--- src/rtl/pll_reset_seq.sv ---
`default_nettype none
// ============================================================================
// Module   : pll_reset_seq
// Summary  : PLL reset/lock sequencer; holds user logic in reset until lock
//            is stable, retries the PLL on lock timeout, then declares failure.
// Revision : 1.0 - initial release
// ============================================================================
module pll_reset_seq #(
  parameter int RST_PULSE_CYCLES    = 8,
  parameter int LOCK_TIMEOUT_CYCLES = 1000,
  parameter int LOCK_STABLE_CYCLES  = 16,
  parameter int MAX_RETRIES         = 3
) (
  input  logic       clk,
  input  logic       RST,
  input  logic       pll_locked,
  input  logic       pwrdwn_req,
  output logic       pll_rst,
  output logic       pll_pwrdwn,
  output logic       user_rst,
  output logic       ready,
  output logic       fail,
  output logic [3:0] retry_count
);

  typedef enum logic [2:0] {
    S_RESET_PLL = 3'd0,
    S_WAIT_LOCK = 3'd1,
    S_STABILIZE = 3'd2,
    S_RUN       = 3'd3,
    S_POWERDOWN = 3'd4,
    S_FAILED    = 3'd5
  } state_t;

  localparam logic [31:0] c_rst_last     = 32'(RST_PULSE_CYCLES - 1);
  localparam logic [31:0] c_timeout_last = 32'(LOCK_TIMEOUT_CYCLES - 1);
  localparam logic [31:0] c_stable_last  = 32'(LOCK_STABLE_CYCLES - 1);
  localparam logic [3:0]  c_max_retries  = 4'(MAX_RETRIES);

  state_t      state_q, state_d;
  logic [31:0] cnt_q, cnt_d;
  logic [3:0]  retry_q, retry_d;
  logic        sync1_q, sync2_q;
  logic        locked_s;

  // pll_locked comes from another clock domain
  always_ff @(posedge clk or posedge RST) begin
    if (RST) begin
      sync1_q <= 1'b0;
      sync2_q <= 1'b0;
    end else begin
      sync1_q <= pll_locked;
      sync2_q <= sync1_q;
    end
  end

  assign locked_s = sync2_q;

  always_ff @(posedge clk or posedge RST) begin
    if (RST) begin
      state_q <= S_RESET_PLL;
      cnt_q   <= '0;
      retry_q <= '0;
    end else begin
      state_q <= state_d;
      cnt_q   <= cnt_d;
      retry_q <= retry_d;
    end
  end

  always_comb begin
    state_d = state_q;
    cnt_d   = cnt_q;
    retry_d = retry_q;

    case (state_q)
      S_RESET_PLL: begin
        if (cnt_q == c_rst_last) begin
          state_d = S_WAIT_LOCK;
        end else begin
          cnt_d = cnt_q + 32'd1;
        end
      end
      S_WAIT_LOCK: begin
        if (locked_s) begin
          state_d = S_STABILIZE;
        end else if (cnt_q == c_timeout_last) begin
          if (retry_q == c_max_retries) begin
            state_d = S_FAILED;
          end else begin
            retry_d = retry_q + 4'd1;
            state_d = S_RESET_PLL;
          end
        end else begin
          cnt_d = cnt_q + 32'd1;
        end
      end
      S_STABILIZE: begin
        if (!locked_s) begin
          state_d = S_WAIT_LOCK;
        end else if (cnt_q == c_stable_last) begin
          state_d = S_RUN;
          retry_d = '0;
        end else begin
          cnt_d = cnt_q + 32'd1;
        end
      end
      S_RUN: begin
        if (!locked_s) begin
          state_d = S_RESET_PLL;
        end
      end
      S_POWERDOWN: begin
        if (!pwrdwn_req) begin
          state_d = S_RESET_PLL;
          retry_d = '0;
        end
      end
      S_FAILED: begin
        state_d = S_FAILED;
      end
      default: begin
        state_d = S_RESET_PLL;
        retry_d = '0;
      end
    endcase

    // Power-down beats everything except the terminal failure state
    if (pwrdwn_req && (state_q != S_FAILED)) begin
      state_d = S_POWERDOWN;
      retry_d = retry_q;
    end

    if (state_d != state_q) begin
      cnt_d = '0;
    end
  end

  always_comb begin
    pll_rst    = 1'b1;
    pll_pwrdwn = 1'b0;
    user_rst   = 1'b1;
    ready      = 1'b0;
    fail       = 1'b0;
    case (state_q)
      S_RESET_PLL: pll_rst = 1'b1;
      S_WAIT_LOCK: pll_rst = 1'b0;
      S_STABILIZE: pll_rst = 1'b0;
      S_RUN: begin
        pll_rst  = 1'b0;
        user_rst = 1'b0;
        ready    = 1'b1;
      end
      S_POWERDOWN: pll_pwrdwn = 1'b1;
      S_FAILED:    fail       = 1'b1;
      default:     pll_rst    = 1'b1;
    endcase
  end

  assign retry_count = retry_q;

endmodule
`default_nettype wire
--- config.mk ---
export PLATFORM = sky130hd
export DESIGN_NAME = pll_reset_seq
export DESIGN_NICKNAME = d
export VERILOG_FILES = /design/src/rtl/pll_reset_seq.sv
export SDC_FILE = /design/constraint.sdc
export NUM_CORES = 1
export LEC_CHECK = 0
export ABC_AREA = 1
export BUFFER_PORTS_ARGS = -buffer_cell sky130_fd_sc_hd__buf_2
export CAP_MARGIN = 40
export CORE_MARGIN = 1
export CORE_UTILIZATION = 55
export CTS_CLUSTER_SIZE = 25
export DETAILED_ROUTE_END_ITERATION = 10
export PLACE_DENSITY = 0.73
export SLEW_MARGIN = 0
export SYNTH_ARGS = -nofsm -noshare
export SYNTH_HDL_FRONTEND = slang
export SYNTH_SLANG_ARGS = --single-unit
--- constraint.sdc ---
create_clock -name clk -period 2.67 [get_ports clk]
set_clock_uncertainty 0.15 [all_clocks]
set_input_delay 0.6675 -clock clk [delete_from_list [all_inputs] [get_ports clk]]
set_output_delay 0.6675 -clock clk [all_outputs]
set_load 0.02 [all_outputs]
# After elaboration in Yosys (flattened, before gate mapping)
# Cells that the tools add are included.
classes:
  addsub: 2
  n_eq_ne: 22
  muxes: 29
  bitwise: 2
  reduce_logical: 7
ops:
  columns: ["cell", "count"]
  rows:
  - ["$mux W32", 6]
  - ["$pmux W32 S3", 1]
  - ["$add A32 B1 Y32 const B", 1]
  - ["$eq A32 B10 Y1 const B", 1]
  - ["$eq A32 B3 Y1 const B", 1]
  - ["$eq A32 B4 Y1 const B", 1]
  - ["$mux W3", 9]
  - ["$mux W4", 6]
  - ["$ne A3 B3 Y1 const B", 6]
  - ["$pmux W3 S6", 1]
  - ["$pmux W4 S4", 1]
  - ["$ne A2 B2 Y1 const B", 6]
  - ["$reduce_and A8 Y1", 1]
  - ["$eq A3 B2 Y1 const B", 2]
  - ["$eq A3 B3 Y1 const B", 2]
  - ["$reduce_and A6 Y1", 1]
  - ["$reduce_or A3 Y1", 2]
  - ["$mux W1", 5]
  - ["$add A4 B1 Y4 const B", 1]
  - ["$eq A4 B2 Y1 const B", 1]
  - ["$reduce_bool A4 Y1", 1]
  - ["$eq A3 B1 Y1 const B", 1]
  - ["$logic_not A3 Y1", 1]
  - ["$ne A3 B3 Y1", 1]
  - ["2 further kinds", 3]
word_totals:
  reg_bits: 41
  in_bits: 4
  output_inout_bits: 9

# Longest topological paths before layout
logic_depth:
  word_depth: 9
  ltp_mapped: 16
  mapped_depth_nobuf: 14

# Worst setup path after synthesis
# No wires, ideal clock.
synth_timing:
  path_kind: "reg-to-reg"
  start: "register state_q[2]"
  end: "register cnt_q[9]"
  setup_ns: 0.120
  arrival_ns: 1.777
  setup_slack_ns: 0.623
  stages_incl_launch_ff: 16
  n_path_buf: 1
  synth_period_minus_slack_ns: 2.047
  path_cell_list: "dfrtp_1 > inv_2 > nand2_4 > nor2_2 > inv_1 > o21ai_1 > inv_1 > nand2_1 > a21oi_1 > nand2_1 > nand2_1 > nand2_1 > nand2_1 > nand3_2 > buf_4 > nor2_1"
synth_via:
  elab_chain_cells: 7
  word_cells_on_any_way: 27
  classes_between: "12 x eq/ne; 11 x mux; 4 x reduce/logical"
synth_lines:
  columns: ["item", "line", "text"]
  rows:
  - ["start, declared", "40", "state_t state_q, state_d;"]
  - ["start signal, assigned", "65", "state_q <= state_d;"]
  - ["$mux W3, on equally long branches", "101, 87", null]
  - ["$mux W3, on equally long branches", "99, 85", null]
  - ["$pmux W3 S6", "76", "case (state_q)"]
  - ["$mux W3", "129", "if (pwrdwn_req && (state_q != S_FAILED)) begin"]
  - ["$ne A3 B3 Y1", "134", "if (state_d != state_q) begin"]
  - ["$ne A3 B3 Y1 (no source line) or $reduce_bool A4 Y1 (tied branches)", null, null]
  - ["$reduce_and A6 Y1 (no source line)", null, null]
  - ["end signal, assigned", "66", "cnt_q <= cnt_d;"]
  - ["end, declared", "41", "logic [31:0] cnt_q, cnt_d;"]
# Several ways; a longest one is shown, not always the timed one.
# A chain may end at the register's enable or synchronous reset.

# Worst setup path in the final report
layout_timing:
  start: "register state_q[1]"
  end: "output pll_rst"
layout_via:
  elab_chain_cells: 3
  word_cells_on_any_way: 5
  classes_between: "3 x eq/ne; 1 x mux; 1 x reduce/logical"
layout_lines:
  columns: ["item", "line", "text"]
  rows:
  - ["$eq A3 B2 Y1 or $eq A3 B1 Y1 (tied branches)", "145", "case (state_q)"]
  - ["$reduce_or A3 Y1 (no source line) (*)", null, null]
  - ["$mux W1 (*)", "145", null]
  - ["end, declared", "18", "output logic pll_rst,"]
# Mark *: on every way between the ends. The rest lies on a longest branch, timed or not.

==> metrics.yaml <==
status: "finished, final reports clean"
syn_nets: 366
cts_resized: 0
pin_count: 13
hp-start: "sync1_q"
worst_skew_pair.late_latency_ps: 290
tightest_slew_ps: 506
startpoint: "state_q[1]"
fp-row-count: 24
routedWlPerCell_um: 11.9
post_dp_cell_area_mm2: 0.00269
vias_per_cell: 5.14
whs_ps: 201
synth_compound_area_share_pct: 4.27
die_w_um: 70.9
setup_viol: 0
dieHeight_um: 70.9
final_cell_mix: "nor2_1, nand2_1, dfrtp_1"
synth_xor_area_share_pct: 9.40
dp_cells: 419
rsz0062_at_grt: "no"
antenna_found_initial: 0
wl_um: 5060
powerDensity_mw_per_mm2: 402
cp.arrival_ps: 1510
die_area_mm2: 0.00502
r2r_start: "cnt_q[0]"
grt.busiest_layer: "met1"
final-hold-violation-count: 0
critPathMaxFanout: 8
route.vias.total: 2190
synthAdderAreaFrac_pct: 0.959
synth_largest_area_cell: "dfrtp_1"
finalCriticalPeriod_ps: 2330
synthTopCellsByArea: "dfrtp_1, nor2_1, nand2_1, inv_1, xor2_1"
cts_hold_buf: 0
stdcell_area_mm2: 0.00278
max_slew_margin_pct: 66.3
htreeDepth: 2
antenna_cells: 0
dp_hpwl_um: 3640
overflow: 0
setup_ws_ps: 338
cts_tree: "built"
worstPathRequired_ps: 1850
drive_gt1_share_pct: 12.3
use_met1_pct: 34.5
grt_pass1_vias: 1967
synth_top_area_share_pct: 39.3
cp-end-kind: "output pin"
grtUsageMet2_pct: 32.8
ys_seq_area_share_pct: 39.3
start_kind: "flip-flop"
track_usage_pct: 22.4
grt_max_degree: 42
clock.fmax_ghz: 0.429
synthMuxAreaShare_pct: 0
grt_pass1_wl_um: 8950
fin_util_pct: 62.5
cts-root-buf: "clkbuf_8"
cts_setup_buffers: 0
gr-usage-met3_pct: 3.85
slew_violations: 0
drc_errors: 0
pre_cts_ws_ps: 384
syn_avg_cell_area_um2: 7.25
synth_cell_types: 30
fin_crit_sh_pct: 87.3
routabilityCongestion: 0.925
ir_drop_mv: 0.315
final_nets: 380
cap_violations: 0
numCtsBuffers: 5
cts.sinks: 41
numPortBuffers: 12
synth-seq-cells: 41
final_common_cell: "nor2_1"
synth_top_family_by_area: "simple AND/OR/NAND/NOR gates"
fin_cells: 426
dr.pass1.iters: 4
syn_area_mm2: 0.00261
hp-class: "reg -> reg"
fin_setup_tns_ps: 0
syn_to_final_growth_pct: 6.52
drtIter0Drc: 130
path_class: "reg -> out"
netlist_instances: 360
yosysWarningCount: 0
core_area_mm2: 0.00444
start_util_pct: 58.7
drtAntennaViolNets: 0
clk_pin_slew_ps: 80
p_leak_nw: 1.22
total_power_mw: 1.12
cts_buffer_depth: 2
synthSimpleGateAreaFrac_pct: 37.7
## logic make-up (layout without fill, tap and decap cells)
kind of cell | Yosys count | count (layout)
buf+inv | 48 | 62
compound gates | 18 | 18
xor+xnor | 28 | 28
fa+ha+maj | 2 | 2
simple gates | 223 | 223
flops | 41 | 41
## worst max-delay path, stage by stage, from the launching register on
cell and delay, ps:
dfrtp_1 500, nor2_1 200, nand2_2 120, inv_1 190
nor2_1 50, buf_2 150
## registers in the layout, indices dropped and copies added (netlist names)
signal and flops:
locked_s 1, cnt_q 32, retry_count 4, sync1_q 1, state_q 3
## metal layers
layer	vias to the layer above	wire, µm
met1	1012	2710
met5	-	0
met2	29	2130
li1	1142	-
met3	7	178
met4	0	53
## power by group
part / total [mW] / leakage (nW) / internal, mW / switching (mW)
Clock: 0.413 / 0.0433 / 0.204 / 0.208
Sequential: 0.630 / 0.565 / 0.625 / 0.00558
Combinational: 0.0737 / 0.615 / 0.0174 / 0.0563
Total: 1.12 / 1.22 / 0.847 / 0.270
## area by class of cell
| type | instances | area [µm²] |
|---|---|---|
| clock inverter | 1 | 7.51 |
| tap | 52 | 65.1 |
| multi-input combinational | 271 | 1370 |
| fill | 403 | 1670 |
| sequential | 41 | 1030 |
| timing repair buffer | 14 | 75.1 |
| inverter | 41 | 156 |
| clock buffer | 6 | 82.6 |
## cell usage after synthesis (all sizes together)
master	number
xnor2	12
ha	2
o31ai	1
inv	41
nor3	14
dfrtp	41
nand3	21
a21oi	4
or2	1
nor2	95
xor2	16
o22ai	1
buf	7
o21ai	11
nand2	81
nand4	8
a221oi	1
nor3b	1
nand3b	2
## final timing paths
path | end | slack [ps] | cells after the start
min reg2reg | locked_s | 200 | 0
min in group asynchronous | state_q[2] | 340 | 3
min | locked_s | 200 | 0
max reg2reg | cnt_q[29] | 350 | 15
max in group asynchronous | cnt_q[12] | 1680 | 3
max | pll_rst | 340 | 5
Power figures use the tool's default switching activity.
